## src/rtl/idct_mac_accumulator.sv

```systemverilog
`default_nettype none
// ============================================================================
// Module      : idct_mac_accumulator
// Description : Dot-product accumulator placed after the IDCT multiplier
//               wrapper. Sums TERMS consecutive signed products, rounds
//               (half-up), arithmetic-shifts right by SHIFT and narrows the
//               result to OUT_W bits. The result sits in a one-entry output
//               register with a valid/ready handshake.
// Ports       : clk        - clock, rising edge
//               rstP       - asynchronous active-high reset
//               clr        - synchronous flush of partial sum and output reg
//               p_in       - signed product, P_W bits
//               p_valid    - p_in valid
//               p_ready    - product can be accepted this cycle
//               sum_out    - signed rounded dot-product, OUT_W bits
//               sum_valid  - sum_out valid
//               sum_ready  - consumer accepts sum_out
//               term_cnt   - products accepted into the current sum
//               busy       - partial sum in flight or result pending
//               sat_flag   - result was clamped (IDCT_ACC_SAT_EN only)
// Options     : define IDCT_ACC_SAT_EN to clamp instead of wrap on narrowing.
// Revision    : 1.0 - initial release
// ============================================================================
module idct_mac_accumulator #(
    parameter int P_W   = 32,
    parameter int ACC_W = 40,
    parameter int TERMS = 8,
    parameter int SHIFT = 8,
    parameter int OUT_W = 16
) (
    input  logic                    clk,
    input  logic                    rstP,
    input  logic                    clr,
    input  logic signed [P_W-1:0]   p_in,
    input  logic                    p_valid,
    output logic                    p_ready,
    output logic signed [OUT_W-1:0] sum_out,
    output logic                    sum_valid,
    input  logic                    sum_ready,
    output logic [$clog2(TERMS):0]  term_cnt,
    output logic                    busy
`ifdef IDCT_ACC_SAT_EN
    ,
    output logic                    sat_flag
`endif
);

    localparam int                      c_cnt_w    = $clog2(TERMS) + 1;
    localparam logic [c_cnt_w-1:0]      c_cnt_zero = '0;
    localparam logic [c_cnt_w-1:0]      c_cnt_one  = c_cnt_w'(1);
    localparam logic [c_cnt_w-1:0]      c_cnt_last = c_cnt_w'(TERMS - 1);
    localparam logic signed [ACC_W-1:0] c_round    = ACC_W'(1) << (SHIFT - 1);

    localparam logic [1:0] c_st_idle  = 2'd0;
    localparam logic [1:0] c_st_accum = 2'd1;
    localparam logic [1:0] c_st_stall = 2'd2;

    logic signed [ACC_W-1:0] r_acc;
    logic [c_cnt_w-1:0]      r_term_cnt;
    logic signed [OUT_W-1:0] r_sum_out;
    logic                    r_sum_valid;
    logic [1:0]              r_state;

    logic signed [ACC_W-1:0] w_p_ext;
    logic signed [ACC_W-1:0] w_sum;
    logic signed [ACC_W-1:0] w_rounded;
    logic signed [ACC_W-1:0] w_r;
    logic [OUT_W-1:0]        w_narrow;
    logic                    w_at_last;
    logic                    w_accept;
    logic                    w_final;
    logic                    w_pop;

    assign w_at_last = (r_term_cnt == c_cnt_last);
    assign w_accept  = p_valid && p_ready;
    assign w_final   = w_accept && w_at_last;
    assign w_pop     = r_sum_valid && sum_ready;

    // Only the last term of a sum has to wait for room in the output register.
    assign p_ready   = !(w_at_last && r_sum_valid && !sum_ready);
    assign busy      = (r_term_cnt != c_cnt_zero) || r_sum_valid;
    assign term_cnt  = r_term_cnt;
    assign sum_out   = r_sum_out;
    assign sum_valid = r_sum_valid;

    // The first term loads rather than adds, so no explicit clear is needed
    // between consecutive dot-products.
    assign w_p_ext   = {{(ACC_W - P_W){p_in[P_W-1]}}, p_in};
    assign w_sum     = (r_term_cnt == c_cnt_zero) ? w_p_ext : (r_acc + w_p_ext);
    assign w_rounded = w_sum + c_round;
    assign w_r       = w_rounded >>> SHIFT;

`ifdef IDCT_ACC_SAT_EN
    localparam logic signed [ACC_W-1:0] c_sat_max = {{(ACC_W - OUT_W + 1){1'b0}}, {(OUT_W - 1){1'b1}}};
    localparam logic signed [ACC_W-1:0] c_sat_min = {{(ACC_W - OUT_W + 1){1'b1}}, {(OUT_W - 1){1'b0}}};

    logic w_sat;
    logic r_sat_flag;

    always_comb begin
        w_sat    = 1'b0;
        w_narrow = w_r[OUT_W-1:0];
        if (w_r > c_sat_max) begin
            w_sat    = 1'b1;
            w_narrow = c_sat_max[OUT_W-1:0];
        end else if (w_r < c_sat_min) begin
            w_sat    = 1'b1;
            w_narrow = c_sat_min[OUT_W-1:0];
        end
    end

    assign sat_flag = r_sat_flag;
`else
    // Plain two's-complement wrap: the upper bits are simply dropped.
    logic w_unused_hi;
    assign w_narrow    = w_r[OUT_W-1:0];
    assign w_unused_hi = ^w_r[ACC_W-1:OUT_W];
`endif

    always_ff @(posedge clk or posedge rstP) begin
        if (rstP) begin
            r_acc       <= '0;
            r_term_cnt  <= '0;
            r_sum_out   <= '0;
            r_sum_valid <= 1'b0;
            r_state     <= c_st_idle;
`ifdef IDCT_ACC_SAT_EN
            r_sat_flag  <= 1'b0;
`endif
        end else if (clr) begin
            // A product offered alongside clr is consumed and dropped; sum_out
            // keeps its last value.
            r_acc       <= '0;
            r_term_cnt  <= '0;
            r_sum_valid <= 1'b0;
            r_state     <= c_st_idle;
`ifdef IDCT_ACC_SAT_EN
            r_sat_flag  <= 1'b0;
`endif
        end else begin
            if (w_accept) begin
                r_acc <= w_sum;
                if (w_final) begin
                    r_term_cnt <= '0;
                    r_sum_out  <= w_narrow;
`ifdef IDCT_ACC_SAT_EN
                    r_sat_flag <= w_sat;
`endif
                end else begin
                    r_term_cnt <= r_term_cnt + c_cnt_one;
                end
            end

            // A completion in the same cycle as a pop refills the register
            // with no bubble.
            if (w_final) begin
                r_sum_valid <= 1'b1;
            end else if (w_pop) begin
                r_sum_valid <= 1'b0;
            end

            case (r_state)
                c_st_idle: begin
                    if (w_accept) begin
                        r_state <= w_final ? c_st_idle : c_st_accum;
                    end
                end
                c_st_accum: begin
                    if (w_final) begin
                        r_state <= c_st_idle;
                    end else if (w_at_last && !p_ready) begin
                        r_state <= c_st_stall;
                    end
                end
                c_st_stall: begin
                    if (w_final) begin
                        r_state <= c_st_idle;
                    end else if (w_pop) begin
                        r_state <= c_st_accum;
                    end
                end
                default: r_state <= c_st_idle;
            endcase
        end
    end

endmodule
`default_nettype wire

```

## config.mk

```make
export PLATFORM = sky130hd
export DESIGN_NAME = idct_mac_accumulator
export DESIGN_NICKNAME = d
export VERILOG_FILES = /design/src/rtl/idct_mac_accumulator.sv
export SDC_FILE = /design/constraint.sdc
export NUM_CORES = 1
export LEC_CHECK = 0
export ABC_CLOCK_PERIOD_IN_PS = 9800
export BUFFER_PORTS_ARGS = -buffer_cell sky130_fd_sc_hd__buf_2
export CELL_PAD_IN_SITES_DETAIL_PLACEMENT = 0
export CELL_PAD_IN_SITES_GLOBAL_PLACEMENT = 1
export CORE_UTILIZATION = 46
export DETAILED_ROUTE_END_ITERATION = 7
export GPL_ROUTABILITY_DRIVEN = 0
export PLACE_DENSITY_LB_ADDON = 0.1
export SYNTH_ARGS = -nofsm -noshare
export SYNTH_HDL_FRONTEND = slang
export SYNTH_SLANG_ARGS = --single-unit
```

## constraint.sdc

```tcl
create_clock -name clk -period 9.8 [get_ports clk]
set_input_delay 0.98 -clock clk [delete_from_list [all_inputs] [get_ports clk]]
set_output_delay 0.98 -clock clk [all_outputs]
set_load 0.005 [all_outputs]
```

==> Implementation_results.wiki <==
{| class="wikitable"
! Metric !! Value
|-
| Count of state elements after synthesis || 45
|-
| Sequential fraction of the synthesis area || 29.63%
|-
| Synthesized netlist cell count || 453
|-
| Syn Area/Cell || 8.388 µm²
|-
| # clock sinks || 45
|-
| Multi-input combinational cell area || 2505 µm²
|-
| Clock root buffer master || clkbuf_8
|-
| Shortest clock period the worst path allows after layout || 4.304 ns
|-
| Most frequent standard cell in the layout excluding fill and tap cells || nand2_1
|-
| Share of the cycle needed by the critical path after routing || 43.92%
|-
| Yosys synthesis warning count || 0
|-
| Initial antenna violation count || 0
|-
| Sort of element at the end of the critical path || flop
|-
| Total number of vias || 3456
|-
| Cell Area, Synth || 3800 µm²
|-
| Predominant post-synthesis flop cell || dfrtp_1
|-
| Synthesized net count || 517
|-
| Pwr Density || 129.3 nW/µm²
|-
| Maximum number of pins on one net before global-route repair || 46
|-
| Global-route wire length before repair || 16460 µm
|-
| Max-Slew Margin vs Limit || 29.74%
|-
| Combined global-route utilization of all metal layers || 24.13%
|-
| Met2 GRT Util || 37.56%
|-
| Synth top area share || 29.63%
|-
| Inserted Diodes || 0
|-
| Initial cell density of the core || 48.42%
|-
| Number of standard-cell rows in the floorplan || 32
|-
| Final-report max-slew violation count || 0
|-
| Clock buffer depth || 2
|-
| Total half-perimeter wirelength after legalization and detailed placement || 7308 µm
|-
| Maximum level of the CTS H-tree || 2
|-
| Cells after DPL || 581
|-
| Largest area contributor in the netlist || dfrtp_1
|-
| Layout Nets || 550
|-
| Worst hold path stage count || 2
|-
| Via count of the first global-routing pass || 3265
|-
| Final antenna-violating net count || 0
|-
| Highest-utilization routing layer at the global route stage || met2
|-
| Routed vias/inst || 5.878
|-
| Area used by sequential logic in the layout || 1126 µm²
|-
| Startpoint of the most critical hold path || sum_out[11]
|-
| Met3 track utilization from global routing || 2.956%
|-
| Port Buffer Count || 51
|-
| Number of remaining DRC errors || 0
|-
| Filler-free cell count of the finished design || 588
|-
| Clk_skew || 0.007835 ns
|-
| Detailed router's first-iteration violation count || 146
|-
| Share of layout cells above drive strength 1 || 17.90%
|-
| Fin. Hold Viols || 0
|-
| Residual overflow from global routing || 0
|-
| Startpoint kind of the worst setup timing path || input pin
|-
| Top post-synthesis cells by area || dfrtp_1 (30%), ha_1 (8.6%), nand2_1 (5.8%)
|-
| Count of buffers added by post-CTS timing repair for setup || 0
|-
| Largest driver fanout on the critical path || 9
|-
| Max cap viols || 0
|-
| Post-CTS clock slew at the launch and capture registers of the worst setup and hold paths || 0.09 ns
|-
| Leakage dissipation || 1.889 nW
|-
| Fraction of synthesis flops using an asynchronous set or reset pin || 100.0%
|-
| Die Footprint || 8629 µm²
|-
| Total detailed-routing wirelength || 9804 µm
|-
| Met1 GRT Util || 35.96%
|-
| Number of setup violations in the final report || 0
|-
| Number of search-and-repair iterations in the first detailed-routing pass || 5
|-
| Required @ worst endpoint || 9.95 ns
|-
| Hold Crit Class || flop to flop
|-
| Endpoint of the worst hold-timing path || sum_out[11]
|-
| FF-to-FF path depth || 11
|-
| Ports || 60
|-
| Actual slew at the worst max-slew pin || 1.051 ns
|-
| Resized cells post-CTS || 0
|-
| Number of CTS-inserted buffers || 5
|-
| Worst-Skew Late Latency || 0.30 ns
|-
| Total negative setup slack || 0 ns
|-
| Reg-to-reg critical path endpoint || sum_out[9]
|-
| Number of enable flip-flop cells after synthesis || 0
|-
| Mean routed wirelength per cell || 16.67 µm
|-
| Result of the run || finished, final reports clean
|-
| Standard cell core area || 7848 µm²
|-
| Setup repair after global routing missed its margin || false
|-
| WS Path Type || input pin to flop
|-
| Area delta synth->final || 9.483%
|-
| TritonCTS clock tree || yes
|-
| Horizontal die dimension || 92.89 µm
|-
| Peak supply drop || 0.00007543 V
|-
| Data arrival time at the worst-slack endpoint || 4.46 ns
|-
| Number of library cell types mapped by synthesis || 79
|-
| Fill cell total of the finished layout || 789
|-
| Most frequent cells in the layout || nand2_1 (59), buf_2 (51), nor2_1 (47)
|-
| Number of buffers inserted by hold repair at cts || 0
|-
| Highest achievable clock rate || 232.3 MHz
|-
| Reg-to-reg slack, setup || 5.91 ns
|-
| Worst r2r src || r_acc[0]
|-
| Die H || 92.89 µm
|}
-- synthesized netlist by cell type (3+ instances only) --
cell	n
nand2_1	59
nor2_1	47
dfrtp_1	45
a21oi_1	31
ha_1	26
o21ai_0	20
clkbuf_1	19
a211oi_1	16
xnor2_1	14
nor3_1	11
nor4_1	10
inv_1	9
nand4_1	9
nand3_1	8
xor2_1	8
a21o_1	7
a311oi_1	7
mux2i_1	6
or3_1	6
a31oi_1	5
and2_1	5
nand2b_1	5
o31ai_1	5
and4_1	3
mux2_2	3
nand3b_1	3
o21ai_1	3
-- report_power, final --
group / internal (mW) / switching (mW) / total, mW
sequential: 0.195 / 0.00703 / 0.202
clock: 0.0558 / 0.0644 / 0.120
combinational: 0.0806 / 0.135 / 0.216
total: 0.332 / 0.206 / 0.538
-- final cells by class --
| cell class | instances | area share (%) |
|---|---|---|
| clock buffer | 6 | 1.985 |
| multi-input combinational | 371 | 60.21 |
| inverter | 9 | 0.8120 |
| clock inverter | 1 | 0.1805 |
| sequential | 45 | 27.07 |
| tap | 102 | 3.068 |
| timing repair buffer | 54 | 6.677 |
-- per-layer routing --
metal	vias to the layer above	wire (µm)
li1	1750	-
met5	-	0
met4	0	85
met3	8	413
met2	75	4342
met1	1623	4964
-- kinds of logic after synthesis --
group,share of synthesized area (%)
AOI/OAI and AO/OA,24.37
xor gates and xnor gates,5.499
adders and majority gates,9.088
buffers and inverters,4.445
DFF,29.63
muxes,2.832
and+or+nand+nor,24.14
-- through the flow --
step	hold slack [ns]	instance area, µm²	total power, mW	util, %	worst slack (ns)
floorplan	0.4726	3800	0.3692	-	5.657
global placement	0.4613	4070	0.4157	51.87	5.262
detailed placement	0.4673	4070	0.4188	51.87	5.187
CTS	0.4883	4160	0.5403	53.01	5.502
global route	0.5244	4160	0.5734	53.01	5.308
finish	0.4862	4160	0.5379	53.01	5.496
-- worst max-delay path: stages --
cell,delay (ns)
buf_2,0.11
ha_1,0.24
fa_1,0.42
a21o_1,0.23
a221oi_2,0.48
o221ai_2,0.18
xor2_1,0.17
mux2i_1,0.23
or4_4,0.67
or4b_4,0.54
xnor2_1,0.15
o21ai_1,0.07
-- worst max-delay path by stage --
| stage | startpoint | to | slack [ns] | depth (start not counted) |
|---|---|---|---|---|
| 2_1_floorplan | p_in[0] | sum_out[9] | 5.66 | 12 |
| 3_3_place_gp | p_in[0] | sum_out[9] | 5.26 | 12 |
| 3_5_place_dp | p_in[0] | sum_out[9] | 5.19 | 12 |
| 4_1_cts | p_in[0] | sum_out[9] | 5.50 | 12 |
| 5_1_grt | p_in[0] | sum_out[9] | 5.31 | 12 |
| 6_report | p_in[0] | sum_out[9] | 5.50 | 12 |
-- registers in the layout (all words and copies together), names as in the netlist --
register / cells
r_acc: 24
sum_out: 16
term_cnt: 4
sum_valid: 1
(Power assumes the default switching activity.)
